### config.mk
export PLATFORM = sky130hd
export DESIGN_NAME = clock_display_scan_flat
export DESIGN_NICKNAME = d
export VERILOG_FILES = /design/src/rtl/clock_display_scan_pkg.sv /design/src/rtl/clock_display_scan_if.sv /design/src/rtl/clock_display_scan_bcd_to_seg.sv /design/src/rtl/clock_display_scan.sv /design/src/flat_wrapper.sv
export SDC_FILE = /design/constraint.sdc
export NUM_CORES = 1
export LEC_CHECK = 0
export BUFFER_PORTS_ARGS = -buffer_cell sky130_fd_sc_hd__buf_2
export CELL_PAD_IN_SITES_DETAIL_PLACEMENT = 0
export CELL_PAD_IN_SITES_GLOBAL_PLACEMENT = 1
export CORE_MARGIN = 2
export CORE_UTILIZATION = 39
export DETAILED_ROUTE_END_ITERATION = 10
export GPL_ROUTABILITY_DRIVEN = 0
export GPL_TIMING_DRIVEN = 1
export PLACE_DENSITY_LB_ADDON = 0.1
export SLEW_MARGIN = 40
export SYNTH_ARGS = -nofsm -noshare
export SYNTH_HDL_FRONTEND = slang
export SYNTH_HIERARCHICAL = 1
export SYNTH_SLANG_ARGS = --single-unit
### constraint.sdc
create_clock -name Clk -period 3.2 [get_ports Clk]
set_input_delay 0.16 -clock Clk [delete_from_list [all_inputs] [get_ports Clk]]
set_output_delay 0.16 -clock Clk [all_outputs]
set_load 0.03 [all_outputs]
### src/rtl/clock_display_scan_pkg.sv
// clock_disp_pkg: digit count, segment patterns and separator mask shared by the display scanner
package clock_disp_pkg;
    localparam int NUM_DIGITS = 6;
    typedef logic [3:0] bcd_t;
    typedef logic [6:0] seg_t;
    localparam seg_t SEG_0 = 7'h3F;
    localparam seg_t SEG_1 = 7'h06;
    localparam seg_t SEG_2 = 7'h5B;
    localparam seg_t SEG_3 = 7'h4F;
    localparam seg_t SEG_4 = 7'h66;
    localparam seg_t SEG_5 = 7'h6D;
    localparam seg_t SEG_6 = 7'h7D;
    localparam seg_t SEG_7 = 7'h07;
    localparam seg_t SEG_8 = 7'h7F;
    localparam seg_t SEG_9 = 7'h6F;
    localparam seg_t SEG_BLANK = 7'h00;
    localparam logic [NUM_DIGITS-1:0] DP_MASK = 6'b010100;
endpackage

### src/rtl/clock_display_scan_if.sv
// clock_display_scan_if: counter-side digits/controls in, display pin drives out
interface clock_display_scan_if;
    import clock_disp_pkg::*;
    logic En;
    bcd_t D0, D1, D2, D3, D4, D5;
    logic Blank_lz;
    logic Blink_en;
    logic [NUM_DIGITS-1:0] Blink_mask;
    seg_t Seg;
    logic Dp;
    logic [NUM_DIGITS-1:0] An;
    logic Frame_tick;
    modport master(
        output En, D0, D1, D2, D3, D4, D5, Blank_lz, Blink_en, Blink_mask,
        input Seg, Dp, An, Frame_tick
    );
    modport slave(
        input En, D0, D1, D2, D3, D4, D5, Blank_lz, Blink_en, Blink_mask,
        output Seg, Dp, An, Frame_tick
    );
endinterface

### src/rtl/clock_display_scan_bcd_to_seg.sv
// bcd_to_seg: active-high {g,f,e,d,c,b,a} pattern for a BCD digit; codes above 9 go dark
module bcd_to_seg
    import clock_disp_pkg::*;
(
    input bcd_t bcd,
    output seg_t seg
);
    localparam seg_t LUT [10] = '{SEG_0, SEG_1, SEG_2, SEG_3, SEG_4, SEG_5, SEG_6, SEG_7, SEG_8, SEG_9};
    assign seg = bcd < 4'd10 ? LUT[bcd] : SEG_BLANK;
endmodule

### src/rtl/clock_display_scan.sv
// clock_display_scan: time-multiplexes six shadowed BCD digits onto a common-anode display
// with leading-zero blanking, set-mode blinking and HH.MM.SS separators.
module clock_display_scan
    import clock_disp_pkg::*;
#(
    parameter int SCAN_DIV = 50000,
    parameter int BLINK_FRAMES = 40,
    parameter bit ACTIVE_LOW = 1
) (
    input logic Clk,
    input logic Clr,
    clock_display_scan_if.slave bus
);
    localparam int PW = $clog2(SCAN_DIV);
    localparam int FW = $clog2(BLINK_FRAMES + 1);
    localparam logic [2:0] LAST = 3'(NUM_DIGITS - 1);
    localparam seg_t SEG_OFF = {7{ACTIVE_LOW}};
    localparam logic [NUM_DIGITS-1:0] AN_OFF = {NUM_DIGITS{ACTIVE_LOW}};
    localparam logic [NUM_DIGITS-1:0] AN_ONE = NUM_DIGITS'(1);

    logic [PW-1:0] presc;
    logic [2:0] idx, nidx;
    bcd_t shadow [NUM_DIGITS];
    bcd_t d_in [NUM_DIGITS];
    logic [FW-1:0] fcnt, nfcnt;
    logic phase, nphase, step, snap, blank, wrap;
    bcd_t digit;
    seg_t raw, seg_n, seg_q;
    logic dp_q, ft_q;
    logic [NUM_DIGITS-1:0] an_q;

    assign d_in = '{bus.D0, bus.D1, bus.D2, bus.D3, bus.D4, bus.D5};
    assign step = bus.En && presc == PW'(SCAN_DIV - 1);
    assign snap = step && idx == LAST;
    assign nidx = step ? (idx == LAST ? 3'd0 : idx + 3'd1) : idx;
    assign wrap = fcnt == FW'(BLINK_FRAMES - 1);

    always_comb begin
        nfcnt = fcnt;
        nphase = phase;
        if (!bus.Blink_en) begin
            nfcnt = '0;
            nphase = 1'b0;
        end else if (snap) begin
            nfcnt = wrap ? '0 : fcnt + 1'b1;
            nphase = wrap ? ~phase : phase;
        end
    end

    // on the snapshot edge digit 0 must already show the freshly captured value
    assign digit = snap ? d_in[nidx] : shadow[nidx];

    bcd_to_seg u_dec (
        .bcd(digit),
        .seg(raw)
    );

    assign blank = (nidx == LAST && bus.Blank_lz && digit == 4'd0)
                || (bus.Blink_en && nphase && bus.Blink_mask[nidx]);
    assign seg_n = blank ? SEG_BLANK : raw;

    always_ff @(posedge Clk or negedge Clr) begin
        if (!Clr) begin
            presc <= '0;
            idx <= LAST;
            shadow <= '{default: '0};
            fcnt <= '0;
            phase <= 1'b0;
        end else begin
            fcnt <= nfcnt;
            phase <= nphase;
            if (bus.En) begin
                presc <= step ? '0 : presc + 1'b1;
                idx <= nidx;
            end
            if (snap) shadow <= d_in;
        end
    end

    // polarity is folded in here so the pins come straight from flops
    always_ff @(posedge Clk or negedge Clr) begin
        if (!Clr) begin
            seg_q <= SEG_OFF;
            dp_q <= ACTIVE_LOW;
            an_q <= AN_OFF;
            ft_q <= 1'b0;
        end else begin
            seg_q <= (bus.En ? seg_n : SEG_BLANK) ^ SEG_OFF;
            dp_q <= (bus.En && DP_MASK[nidx]) ^ ACTIVE_LOW;
            an_q <= (bus.En ? AN_ONE << nidx : '0) ^ AN_OFF;
            ft_q <= snap;
        end
    end

    assign bus.Seg = seg_q;
    assign bus.Dp = dp_q;
    assign bus.An = an_q;
    assign bus.Frame_tick = ft_q;
endmodule

### src/flat_wrapper.sv
// flat-port wrapper written by rule: the top's interface ports become plain ports
module clock_display_scan_flat import clock_disp_pkg::*;
#(
    parameter int SCAN_DIV = 50000,
    parameter int BLINK_FRAMES = 40,
    parameter bit ACTIVE_LOW = 1
)
  (Clk, Clr, bus_En, bus_D0, bus_D1, bus_D2, bus_D3, bus_D4, bus_D5, bus_Blank_lz, bus_Blink_en, bus_Blink_mask, bus_Seg, bus_Dp, bus_An, bus_Frame_tick);
  clock_display_scan_if bus_i ();
  input logic Clk;
  input logic Clr;
  input wire logic [$bits(bus_i.En)-1:0] bus_En;
  input wire logic [$bits(bus_i.D0)-1:0] bus_D0;
  input wire logic [$bits(bus_i.D1)-1:0] bus_D1;
  input wire logic [$bits(bus_i.D2)-1:0] bus_D2;
  input wire logic [$bits(bus_i.D3)-1:0] bus_D3;
  input wire logic [$bits(bus_i.D4)-1:0] bus_D4;
  input wire logic [$bits(bus_i.D5)-1:0] bus_D5;
  input wire logic [$bits(bus_i.Blank_lz)-1:0] bus_Blank_lz;
  input wire logic [$bits(bus_i.Blink_en)-1:0] bus_Blink_en;
  input wire logic [$bits(bus_i.Blink_mask)-1:0] bus_Blink_mask;
  output wire logic [$bits(bus_i.Seg)-1:0] bus_Seg;
  output wire logic [$bits(bus_i.Dp)-1:0] bus_Dp;
  output wire logic [$bits(bus_i.An)-1:0] bus_An;
  output wire logic [$bits(bus_i.Frame_tick)-1:0] bus_Frame_tick;
  assign bus_i.En = bus_En;
  assign bus_i.D0 = bus_D0;
  assign bus_i.D1 = bus_D1;
  assign bus_i.D2 = bus_D2;
  assign bus_i.D3 = bus_D3;
  assign bus_i.D4 = bus_D4;
  assign bus_i.D5 = bus_D5;
  assign bus_i.Blank_lz = bus_Blank_lz;
  assign bus_i.Blink_en = bus_Blink_en;
  assign bus_i.Blink_mask = bus_Blink_mask;
  assign bus_Seg = bus_i.Seg;
  assign bus_Dp = bus_i.Dp;
  assign bus_An = bus_i.An;
  assign bus_Frame_tick = bus_i.Frame_tick;
  clock_display_scan #(.SCAN_DIV(SCAN_DIV), .BLINK_FRAMES(BLINK_FRAMES), .ACTIVE_LOW(ACTIVE_LOW)) u_core (.Clk(Clk), .Clr(Clr), .bus(bus_i));
endmodule
== Word level (Yosys, flattened, before mapping) ==
Memories as Yosys holds them, arrays and structs flattened.
Index checks and enable logic that the tools add are counted.
W data, S select, Z words.

* Add/sub/neg operators: 3
* $lt $le $gt $ge: 4
* Equal/unequal tests: 5
* Shifts and indexed selects: 1
* Mux-type cells: 25
* Bitwise logic cells: 6
* Reductions and logical operators: 9

{| class="wikitable"
|+ Operators by type and width
! cell !! number
|-
| $mux W7 || 5
|-
| $bmux W4 S3 || 2
|-
| $mux W6 || 4
|-
| $mux W4 || 5
|-
| $add A16 B1 Y16 const B || 1
|-
| $eq A16 B16 Y1 const B || 1
|-
| $mux W16 || 1
|-
| $logic_and A1 B1 Y1 || 7
|-
| $not A7 Y7 || 1
|-
| $add A6 B1 Y6 const B || 1
|-
| $eq A3 B3 Y1 const B || 2
|-
| $eq A6 B6 Y1 const B || 1
|-
| $mux W3 || 2
|-
| $not A6 Y6 || 1
|-
| $shl A1 B3 Y6 const A || 1
|-
| $ge A5 B5 Y1 const B || 1
|-
| $mux W1 || 5
|-
| $not A4 Y5 || 1
|-
| $ge A4 B4 Y1 const B || 1
|-
| $logic_not A4 Y1 || 1
|-
| $lt A3 B4 Y1 const B || 1
|-
| $lt A4 B4 Y1 const B || 1
|-
| $not A3 Y4 || 1
|-
| $add A3 B1 Y3 const B || 1
|-
| other kinds (4) || 5
|}

* Flip-flop bits (word level): 65
* Memory bits (read-only): 120
* Input port bits: 35
* Word-level logic and storage cells: 69
* Memories kept: 2

{| class="wikitable"
|+ Memories
! name !! depth !! width !! read ports !! clocked after memory_dff !! wr ports !! line !! source
|-
| (name not given) || 16 || 7 || 1 || 0 || 0 || clock_display_scan_bcd_to_seg.sv:9 || <nowiki>assign seg = bcd < 4'd10 ? LUT[bcd] : SEG_BLANK;</nowiki>
|-
| (name not given) || 8 || 1 || 1 || 0 || 0 || clock_display_scan.sv:89 || <nowiki>dp_q <= (bus.En && DP_MASK[nidx]) ^ ACTIVE_LOW;</nowiki>
|}

== Longest topological paths before layout ==
* Depth in word-level cells: 16
* Gate-level depth with buffers: 16

== Hierarchy ==
The synthesis kept the hierarchy.

{| class="wikitable"
|+ Modules (own cells, without submodules)
! module !! times used !! cells an instance !! area each (sq um) !! sequential area each (sq um)
|-
| clock_display_scan || 1 || 379 || 3424.5 || 1646.6
|-
| bcd_to_seg || 1 || 27 || 206.4 || 0.0
|}

== Least setup slack after synthesis ==
OpenSTA, ideal clock, no wires.

* Path kind: register -> register
* Start point: reg u_core.presc[0]
* End point: reg u_core.seg_q[3] (netlist: u_core/bus.Seg[3])
* Library setup time: 101 ps
* Arrival time: 2907 ps
* Slack: 191 ps
* Stages on the path, launching flop included: 15
* Clock period less this slack: 3009 ps
* Cell sequence: dfrtp_1 -> ha_1 -> and4_1 -> buf_4 -> nand4_1 -> clkbuf_1 -> a21oi_1 -> a221oi_1 -> o21a_1 -> o21ai_0 -> inv_1 -> ha_1 -> o21a_1 -> o22ai_1 -> o2111ai_1

* Longest elaborated chain between the ends: 16

{| class="wikitable"
|+ Ends and longest elaborated chain
! what !! line !! source
|-
| start: declaration || clock_display_scan.sv:21 || <nowiki>logic [PW-1:0] presc;</nowiki>
|-
| start signal: assignment || clock_display_scan.sv:73 || <nowiki>presc <= step ? '0 : presc + 1'b1;</nowiki>
|-
| $eq A16 B16 Y1 * || clock_display_scan.sv:33 || <nowiki>assign step = bus.En && presc == PW'(SCAN_DIV - 1);</nowiki>
|-
| $logic_and A1 B1 Y1 * || clock_display_scan.sv:33 ||
|-
| $mux W3 || clock_display_scan.sv:35 || <nowiki>assign nidx = step ? (idx == LAST ? 3'd0 : idx + 3'd1) : idx;</nowiki>
|-
| $not A3 Y4 (implied by the code) || clock_display_scan.sv:51 || <nowiki>assign digit = snap ? d_in[nidx] : shadow[nidx];</nowiki>
|-
| $bmux W4 S3 || clock_display_scan.sv:51 ||
|-
| $mux W4 (implied by the code) (2 in a row) || clock_display_scan.sv:51 ||
|-
| $mux W4 * || clock_display_scan.sv:51 ||
|-
| named net u_core.digit[1] || clock_display_scan.sv:27 || <nowiki>bcd_t digit;</nowiki>
|-
| $not A4 Y5 (implied by the code) || clock_display_scan_bcd_to_seg.sv:9 ||
|-
| $mem_v2 Z16 W7 || - ||
|-
| $mux W7 (implied by the code) (2 in a row) || clock_display_scan_bcd_to_seg.sv:9 ||
|-
| $mux W7 * || clock_display_scan_bcd_to_seg.sv:9 ||
|-
| named net u_core.raw[3] || clock_display_scan.sv:28 || <nowiki>seg_t raw, seg_n, seg_q;</nowiki>
|-
| $mux W7 * || clock_display_scan.sv:60 || <nowiki>assign seg_n = blank ? SEG_BLANK : raw;</nowiki>
|-
| $mux W7 * || clock_display_scan.sv:88 || <nowiki>seg_q <= (bus.En ? seg_n : SEG_BLANK) ^ SEG_OFF;</nowiki>
|-
| $not A7 Y7 (no line) * || - ||
|-
| end signal: assignment || clock_display_scan.sv:88 ||
|-
| end: declaration || clock_display_scan.sv:28 ||
|}

Mark *: on every way through the listed nets, which the timed path passes. The rest lies on a longest branch. The select of a mux whose other input is x is not followed.
A chain may end at the register's enable or synchronous reset.

== Final worst setup path ==
Same ends and word-level chain as after synthesis.

==> metrics.txt <==
status complete, no violations; Finished Cell Area 4230 sq um; fraction of the yosys area taken by sequential cells 0.453; DRC Markers 0; Area Overhead vs Synth 16.4%; max cap viols 0; Worst Max-Slew Pin Slew 0.706 ns; post-layout min period 2.95 ns; Comb power frac 0.078; core box area 9150 sq um; Hold Vio Cnt, Final 0; # rows 35; clock root buffer clkbuf_8; total track usage 0.196; reg2reg end u_core/bus.Seg[3]; pin count of the biggest net entering global routing 36; Rel. slew slack 0.530; Syn Area/Cell 8.94 sq um; vias 3,098; drt via density 5.38; Max Slew Vio Count 0; largest stage delay on the critical path 0.42 ns; data required time at the worst endpoint 3.44 ns; Hold WS 0.0128 ns; Die X 100 um; Post-layout nets 502; CP Buf/Inv Count 1; die footprint 10,100 sq um; Peak Freq 339 MHz; Reg power frac 0.540; count leader, synth nand2_1; Worst VDD drop 0.225 mV; number of synthesized flops with an enable pin 0; Worst-path clk slew 0.08 ns; worst-path maximum fanout 11; Netlist cell types 61; startpoint types flip-flop; ANT cells 0; clock share of power 0.382; dpl cell area 4020 sq um; CP max stage cell o311ai_1; post-synth top area share 0.338; #FFs+latches synth 65; global-route wire length before repair 15,500 um; PortBufs 49; arrival time worst endpoint 3.19 ns; H-tree lvl count 3; final wirelength 9530 um; global route overflow 0; Psw 440 uW; Initial DRC Count 154; Worst Setup End Kind flip-flop; Net Sw Frac 0.266; crit-path leading delay family compound AO/OA/AOI/OAI gates; initial antenna violation count 0; worst hold endpoint u_core/shadow[7]; R2R depth 12; clock sinks 65; CTS tree built; first-pass iteration count of the detailed router 4; PwrDens 392 nW/um^2; top cells by area, synth dfrtp_1 (34%), dfstp_2 (12%), nand2_1 (11%), nand3_1 (3.3%), xor2_1 (3.1%); vias in the first global route 2,924; P_int 1220 uW; largest area contributor in the netlist dfrtp_1; hpwl dp 6770 um; Ports 50; clock buffer depth 2; post-route clock period utilization 0.921; critical path, cell by cell ha_1 -> and4_2 -> and4_4 -> maj3_1 -> a21oi_1 -> a41oi_1 -> o311ai_1 -> buf_4 -> nand2b_4 -> o21a_1 -> o22ai_1 -> o2111ai_1; RR Startpoint u_core/presc[0]; Hold Crit Start bus_D4[3]; Final setup viols 0; worst hold path depth 3; setup slack, reg-to-reg 0.25 ns; Final ANT Viol Nets 0; Avg WL per Cell 16.5 um; insertion delay to the later sink of the worst-skew pair 0.34 ns; HP Class input port to flip-flop; Sum Neg Setup Slack 0 ns; Post-Syn Instances 406; Initial Util 0.397; share of post-route cells with drive strength above 1 0.241; Post-Syn Nets 448; asr flop ratio synth 1.00; clock skew 0.0124 ns; ys flop type dfrtp_1; die height 100 um; Syn Std Cell Area 3630 sq um; static leakage 0.00198 uW; kind of critical path flip-flop to flip-flop; number of post-CTS setup repair buffers 0; CTS buffer count 9; RSZ-0062 raised after global routing false; Synth top cells by count nand2_1 (108), dfrtp_1 (49), nand3_1 (24); total number of yosys warnings 6
## worst max-delay path by stage
stage          cells after the start       startpoint                 to
2_1_floorplan                     14  u_core/presc[0]  u_core/bus.Seg[3]
3_3_place_gp                      12  u_core/presc[0]  u_core/bus.Seg[5]
3_5_place_dp                      12  u_core/presc[0]  u_core/bus.Seg[5]
4_1_cts                           12  u_core/presc[0]  u_core/bus.Seg[5]
5_1_grt                           12  u_core/presc[7]  u_core/bus.Seg[4]
6_report                          12  u_core/presc[0]  u_core/bus.Seg[3]
## cell type report
type	instances	area [sq um]
clock buffers	11	141
clock inverters	5	32.5
repair buffers	68	393
fillers	925	4930
well taps	111	139
inverters	10	37.5
flip-flops and latches	65	1650
multi-input cells	306	1840
## power groups by stage
stage               sequential (uW)  combinational, uW  clock, uW
detailed placement              910                126          0
global route                    900                144        701
finish                          895                130        633
global placement                911                123          0
CTS                             894                129        654
floorplan                       911               60.3          0
## through the flow
step	instances	setup WS [ns]	util	total power, uW
CTS	575	0.192	0.460	1680
global route	576	0.0343	0.462	1750
detailed placement	557	0.191	0.439	1040
floorplan	406	0.191	-	972
finish	576	0.254	0.462	1660
global placement	557	0.244	0.439	1030
## timing repair
item | CTS | global route
hold endpoints to repair | 28 | 0
setup endpoints to repair | 0 | 4
gates resized for setup | 0 | 1
hold buffers | 2 | 0
## cells by family after synthesis
| group | Yosys count | share of synthesized area |
|---|---|---|
| and+or+nand+nor | 204 | 0.270 |
| muxes | 10 | 0.0279 |
| xor gates and xnor gates | 19 | 0.0458 |
| AOI/OAI and AO/OA | 64 | 0.131 |
| buffers and inverters | 36 | 0.0448 |
| DFF | 65 | 0.453 |
| adders and majority gates | 8 | 0.0269 |
## placed cells by master (no fill, tap or decap), types with 7 or more instances in the layout
cell type,count
nand3_1,24
dfstp_2,16
o21ai_0,18
nor2b_1,11
mux2i_1,9
buf_4,17
ha_1,7
dfrtp_1,49
nor2_1,17
xor2_1,13
clkbuf_8,10
inv_1,9
nor3_1,12
o2111ai_1,7
nand2_1,108
buf_2,49
## sequential cells by signal, indices dropped and copies added, names as in the netlist
| register | count |
|---|---|
| u_core/shadow | 24 |
| u_core/presc | 16 |
| u_core/bus.Seg | 7 |
| u_core/bus.An | 6 |
| u_core/fcnt | 6 |
| u_core/idx | 3 |
| u_core/bus.Dp | 1 |
| u_core/bus.Frame_tick | 1 |
| u_core/phase | 1 |
## layer usage
metal	vias to the layer above	track usage	wire length [um]
met5	-	0	0
met4	0	0.0443	100
met3	7	0.0437	453
met2	67	0.310	4470
met1	1493	0.277	4500
li1	1531	-	-
## worst register-to-register path, cell delays in order (launching register included)
cell and delay, ns:
dfrtp_1 0.41, ha_1 0.22, and4_2 0.29, and4_4 0.23, maj3_1 0.34, a21oi_1 0.18, a41oi_1 0.07, o311ai_1 0.42
buf_4 0.25, nand2b_4 0.07, o21a_1 0.12, o22ai_1 0.13, o2111ai_1 0.14
No activity file was read; power rests on OpenSTA's default activity.
